## src/rtl/pc_ras_r32i.sv

```systemverilog
// RV32I program counter with branch resolution, fetch stall, misaligned-target
// trap and a circular return-address stack predicting ret targets.
module pc_ras_r32i #(
  parameter int unsigned     dataW      = 32,
  parameter logic [dataW-1:0] RESET_ADDR = '0,
  parameter logic [dataW-1:0] TRAP_ADDR  = 'h100,
  parameter int unsigned     RAS_DEPTH  = 4
) (
  input  logic                         clock,
  input  logic                         reset,
  input  logic                         Stall,
  input  logic                         TestBranch,
  input  logic                         AlwaysBranch,
  input  logic                         AbsoluteBranch,
  input  logic [2:0]                   PCBranchType,
  input  logic [dataW-1:0]             BranchAddr,
  input  logic                         EQ,
  input  logic                         NE,
  input  logic                         LT,
  input  logic                         LTU,
  input  logic                         GE,
  input  logic                         GEU,
  input  logic                         PushRA,
  input  logic                         PopRA,
  output logic [dataW-1:0]             ProgAddr,
  output logic [dataW-1:0]             LinkAddr,
  output logic                         Taken,
  output logic                         MisalignTrap,
  output logic [dataW-1:0]             RASTop,
  output logic                         RASValid,
  output logic [$clog2(RAS_DEPTH):0]   RASCount
);

  localparam int unsigned PW = $clog2(RAS_DEPTH);
  localparam int unsigned CW = PW + 1;
  localparam logic [CW-1:0] FULL = CW'(RAS_DEPTH);

  typedef enum logic [2:0] {
    BR_BEQ  = 3'b000,
    BR_BNE  = 3'b001,
    BR_BLT  = 3'b100,
    BR_BGE  = 3'b101,
    BR_BLTU = 3'b110,
    BR_BGEU = 3'b111
  } br_e;

  logic [dataW-1:0] mem [RAS_DEPTH];
  logic [PW-1:0]    wp;
  logic [PW-1:0]    wp_m1;
  logic [CW-1:0]    count;
  logic             flag;
  logic             take;
  logic             trap;
  logic [dataW-1:0] target;
  logic             ras_en;
  logic             ras_we;
  logic [PW-1:0]    ras_waddr;

  always_comb begin
    flag = 1'b0;
    case (PCBranchType)
      BR_BEQ:  flag = EQ;
      BR_BNE:  flag = NE;
      BR_BLT:  flag = LT;
      BR_BGE:  flag = GE;
      BR_BLTU: flag = LTU;
      BR_BGEU: flag = GEU;
      default: flag = 1'b0;
    endcase
  end

  assign take     = AlwaysBranch | (TestBranch & flag);
  assign target   = AbsoluteBranch ? {BranchAddr[dataW-1:1], 1'b0}
                                   : ProgAddr + BranchAddr;
  assign trap     = take & (target[1:0] != 2'b00);
  assign LinkAddr = ProgAddr + dataW'(4);

  assign wp_m1    = wp - PW'(1);
  assign RASCount = count;
  assign RASValid = (count != '0);
  assign RASTop   = RASValid ? mem[wp_m1] : '0;

  // Push+pop on a non-empty stack replaces the top in place; on an empty
  // stack it degenerates to a plain push.
  assign ras_en    = reset & ~Stall & ~trap;
  assign ras_we    = ras_en & PushRA;
  assign ras_waddr = (PopRA && count != '0) ? wp_m1 : wp;

  always_ff @(posedge clock) begin
    if (ras_we) mem[ras_waddr] <= LinkAddr;
  end

  always_ff @(posedge clock) begin
    if (!reset) begin
      ProgAddr     <= RESET_ADDR;
      Taken        <= 1'b0;
      MisalignTrap <= 1'b0;
      wp           <= '0;
      count        <= '0;
    end else begin
      Taken        <= 1'b0;
      MisalignTrap <= 1'b0;
      if (!Stall) begin
        if (trap) begin
          ProgAddr     <= TRAP_ADDR;
          MisalignTrap <= 1'b1;
        end else begin
          ProgAddr <= take ? target : LinkAddr;
          Taken    <= take;
          if (PushRA && (!PopRA || count == '0)) begin
            wp <= wp + PW'(1);
            if (count != FULL) count <= count + CW'(1);
          end else if (PopRA && !PushRA && count != '0) begin
            wp    <= wp_m1;
            count <= count - CW'(1);
          end
        end
      end
    end
  end

endmodule

```

## config.mk

```make
export PLATFORM = sky130hd
export DESIGN_NAME = pc_ras_r32i
export DESIGN_NICKNAME = d
export VERILOG_FILES = /design/src/rtl/pc_ras_r32i.sv
export SDC_FILE = /design/constraint.sdc
export NUM_CORES = 1
export LEC_CHECK = 0
export CORE_ASPECT_RATIO = 0.75
export CORE_UTILIZATION = 45
export DETAILED_ROUTE_END_ITERATION = 12
export PLACE_DENSITY = 0.69
export SLEW_MARGIN = 10
export SYNTH_ARGS = -nofsm -noshare
export SYNTH_HDL_FRONTEND = slang
export SYNTH_SLANG_ARGS = --single-unit
```

## constraint.sdc

```tcl
create_clock -name clock -period 21.1 [get_ports clock]
set_input_delay 6.33 -clock clock [delete_from_list [all_inputs] [get_ports clock]]
set_output_delay 6.33 -clock clock [all_outputs]
set_load 0.005 [all_outputs]
```

Word level (Yosys, flattened, before mapping)
Memory sizes are Yosys's and may differ from the RTL's.
Index checks and enable logic that the tools add are counted.

storage, ports and cells
  memory bits (writable) = 128
  register bits = 39
  logic and storage cells = 58
  memories kept = 1
  bits of input ports = 49

cells by class
  muxes and demuxes = 14
  add/sub/neg operators = 6
  equal/unequal tests = 7
  reductions and logical operators = 16
  bitwise operators = 9

memory list
  memory  depth  bits a word  rd ports  clocked after memory_dff  wr ports  line  text
  mem     4      32           1         0                         1         47    logic [dataW-1:0] mem [RAS_DEPTH];

operators by type and width
  operator                 count
  $mux W32                 4
  $add A32 B3 Y32 const B  1
  $add A32 B32 Y32         1
  $eq A3 B3 Y1 const B     4
  $mux W3                  3
  $logic_not A3 Y1         2
  $mux W2                  3
  $pmux W1 S6              1
  $and A1 B1 Y1            5
  $logic_and A1 B1 Y1      4
  $reduce_and A4 Y1        1
  $reduce_bool A2 Y1       2
  $add A3 B1 Y3 const B    1
  $eq A3 B1 Y1 const B     1
  $mux W1                  3
  $ne A3 B3 Y1 const B     1
  $not A1 Y1               3
  $reduce_and A3 Y1        1
  $reduce_bool A3 Y1       1
  $reduce_or A3 Y1         1
  $sub A3 B1 Y3 const B    1
  $add A2 B1 Y2 const B    1
  $logic_not A1 Y1         2
  $ne A2 B1 Y1 const B     1
  4 further kinds          4

Depth between registers and ports, before layout
  depth in word-level cells = 10
  mapped depth = 11
  mapped depth without buffers = 11

Worst setup path after synthesis
No wires, ideal clock.

  path kind = input-to-reg
  start = in PCBranchType[0]
  end = mem mem[0][0] (enable)
  buffers on the path = 1
  stages on the path = 8
  required time = 20.599 ns
  slack = 9.730 ns
  arrival = 10.869 ns
  cells stage by stage = mux4_2 -> a22o_1 -> a21oi_4 -> nor2_1 -> nor2_1 -> buf_4 -> nand2_2 -> nor4_1

on the way
  longest elaborated chain between the ends = 10
  elaborated cells on any way between the ends = 15

ends and longest elaborated chain
  item                                        line  text
  start: declaration                          15    input logic [2:0] PCBranchType,
  $eq A3 B3 Y1, or another cell as far along  61    case (PCBranchType)
  $pmux W1 S6 (*)                             61
  $and A1 B1 Y1 (*)                           72    assign take = AlwaysBranch | (TestBranch & flag);
  $or A1 B1 Y1 (*)                            72
  $and A1 B1 Y1 (*)                           75    assign trap = take & (target[1:0] != 2'b00);
  $not A1 Y1 (no source line) (*)             --
  $and A1 B1 Y1 (*)                           85    assign ras_en = reset & ~Stall & ~trap;
  $and A1 B1 Y1 (*)                           86    assign ras_we = ras_en & PushRA;
  $mux W1 (*)                                 90    if (ras_we) mem[ras_waddr] <= LinkAddr;
  $mux W1 (not written as such) (*)           90
  end: declaration                            47

Mark *: on every way between the ends. The rest lies on a longest branch, timed or not.

Worst setup path in the final report
  start = in PCBranchType[0]
  end = mem mem[1][3] (enable)

The elaborated chain is that of the path after synthesis.

==> impl_metrics.json <==
{
  "required_ps": 21200,
  "viasPerCell": 5.84,
  "dpl.hpwl_mm": 17.3,
  "antenna_found_initial": 0,
  "arrival_ps": 10280,
  "cap_violations": 0,
  "vdd_drop_max_v": 0.0000674,
  "p_leak_nw": 4.09,
  "cp-end-kind": "flop",
  "clock_path_buffers": 2,
  "synth_top_area_cell": "edfxtp_1",
  "final_antenna_net_count": 0,
  "detail_route.wl_per_cell_um": 19.5,
  "portBuffers": 150,
  "max_slew_margin_pct": 39.2,
  "synth_most_common_cell": "edfxtp_1",
  "ctsRootBufferMaster": "clkbuf_16",
  "cp.buffers_inverters": 2,
  "cp-start-kind": "input pin",
  "cp_num_cells": 9,
  "min_path_type": "flop to flop",
  "cpMostUsedCell": "nor2_1",
  "clock_sinks": 167,
  "track_usage_pct": 23.0,
  "finalWirelength_mm": 23.5,
  "final_hold_viol_count": 0,
  "drtPass1Iterations": 5,
  "grt_pass1_wl_mm": 36.9,
  "synthArstFlopShare_pct": 0,
  "crit_chain": "clkdlybuf4s50_1, mux4_2, a22o_1, a21oi_4, nor2_1, nor2_1, nand2_2, nor2_2, buf_4",
  "reg2reg_depth": 10,
  "synth_top_flop_cell": "edfxtp_1",
  "crit_family": "simple AND/OR/NAND/NOR gates",
  "slew_viol_final": 0,
  "placementRows": 44,
  "synth-seq-area-share_pct": 50.4,
  "numCtsBuffers": 17,
  "max_freq_mhz": 98.2,
  "dieArea_um2": 21000,
  "ios": 151,
  "syn-instance-count": 802,
  "ys_top_cells_by_count": "edfxtp_1 (128), nand2_1 (62), o21ai_0 (49), nor2_1 (48), a21oi_1 (46)",
  "fin_total_pwr_mw": 0.843,
  "grt_pass1_vias": 6671,
  "die_w_um": 167,
  "syn_avg_cell_area_um2": 11.4,
  "grt-ovfl-total": 0,
  "synthTopCellsByArea": "edfxtp_1 (42%), dfxtp_1 (8.5%), mux4_2 (8.1%)",
  "synth_top_cell_area_share_pct": 41.9,
  "syn_to_final_growth_pct": 25.4,
  "fin_crit_ps": 10180,
  "cts_tree": "done",
  "grt_max_degree": 43,
  "status": "finished clean",
  "start_util_pct": 46.7,
  "die_h_um": 126,
  "cts_setup_buffers": 0,
  "tightestPinTransition_ps": 911,
  "final_nets": 1021,
  "synth_seq_cells": 167,
  "core_area_um2": 19700,
  "min_period_over_period_pct": 48.3,
  "worstHoldPathCells": 2,
  "initialDrtViolationCount": 710,
  "critPathSlowestCell": "nor2_2",
  "ys_warn_count": 0,
  "setup_violations": 0,
  "syn_area_um2": 9180,
  "syn-num-nets": 885,
  "drt_drc_violations_left": 0,
  "worstPathMaxFanout": 27,
  "clk_pin_slew_ps": 60,
  "slowest_delay_ps": 670,
  "hold_buffers": 0,
  "powerDensity_nw_per_um2": 73.3,
  "drive_gt1_share_pct": 9.67,
  "cts_resized": 0,
  "htree_levels": 4,
  "synth.distinct_cells": 67,
  "tns_ps": 0,
  "synth-edff-count": 128,
  "skew_ps": 7.19,
  "place.gp.congestion": 0.895,
  "num_antenna_cells": 0,
  "clkLatencyLatePin_ps": 420,
  "path_class": "input pin to flop",
  "vias": 7028,
  "grt_setup_unrepaired": "false"
}
-- layer usage --
layer  vias up  GRT usage (%)  share of wire (%)
met5         -              0                  0
met4         0           6.32                1.3
met3        25           3.30                6.8
met2       287           34.0                 43
met1      3388           35.4                 49
li1       3328              -                  -
-- final timing paths --
| kind | startpoint | endpoint | slack [ps] |
|---|---|---|---|
| min | ProgAddr[0] | ProgAddr[0] | 530 |
| min reg2reg | ProgAddr[0] | ProgAddr[0] | 530 |
| max | PCBranchType[0] | mem[1][3] | 10920 |
| max reg2reg | ProgAddr[0] | mem[1][3] | 17200 |
-- area by class of cell --
type,count,area [um2]
clock inverters,12,151
fillers,1664,8150
multi-input cells,578,4340
repair buffers,157,1550
clock buffers,20,457
flip-flops and latches,167,4630
inverters,17,63.8
well taps,253,317
-- state kept, by name (all words and copies together) (netlist names) --
register / count
wp: 2
Taken: 1
MisalignTrap: 1
mem: 128
RASCount: 3
ProgAddr: 32
-- cells in the final DEF (no fill, tap or decap), types with 4 or more instances in the layout --
cell / n
clkdlybuf4s50_1: 150
edfxtp_1: 128
nand2_1: 62
o21ai_0: 49
nor2_1: 46
a21oi_1: 46
and2_1: 40
xnor2_1: 39
dfxtp_1: 38
mux4_2: 33
ha_1: 32
nand3_1: 28
a21o_1: 23
xor2_1: 18
nor3_1: 17
clkbuf_16: 17
inv_1: 16
o211ai_1: 11
nand4_1: 10
o21ai_1: 9
a211oi_1: 9
nor2b_1: 7
buf_4: 7
or3_1: 6
a22o_1: 6
mux2i_1: 6
o21a_1: 6
o2111ai_1: 6
and3_1: 5
a222oi_1: 4
clkinvlp_4: 4
-- logic make-up after synthesis --
| logic type | after synthesis | synth area share, % |
|---|---|---|
| xor+xnor | 57 | 5.44 |
| flops | 167 | 50.4 |
| mux | 41 | 9.00 |
| compound gates | 201 | 14.3 |
| buf+inv | 57 | 2.52 |
| fa+ha+maj | 34 | 4.80 |
| simple gates | 245 | 13.5 |
-- where the power goes --
group | internal (mW) | total (mW) | switching, mW
registers | 0.363 | 0.374 | 0.0115
logic | 0.0779 | 0.156 | 0.0782
clock network | 0.192 | 0.313 | 0.122
total | 0.632 | 0.843 | 0.211
-- worst register-to-register path: cells and delay by family, from the launching register on --
family / cells / cell delay, ps
flops: 1 / 460
simple gates: 5 / 1620
compound gates: 1 / 280
fa+ha+maj: 2 / 740
buf+inv: 2 / 480
-- metrics by stage --
step	instance area [um2]	instances	hold WS [ps]	worst slack, ps	utilization [%]
after floorplan	9180	802	490	9730	-
after global placement	10900	1172	533	10540	55.4
after detailed placement	10900	1172	544	10480	55.4
after CTS	11500	1204	551	10930	58.5
after global routing	11500	1204	563	10660	58.5
final	11500	1204	535	10920	58.5
Note: power is estimated with default switching activity, not from simulation.
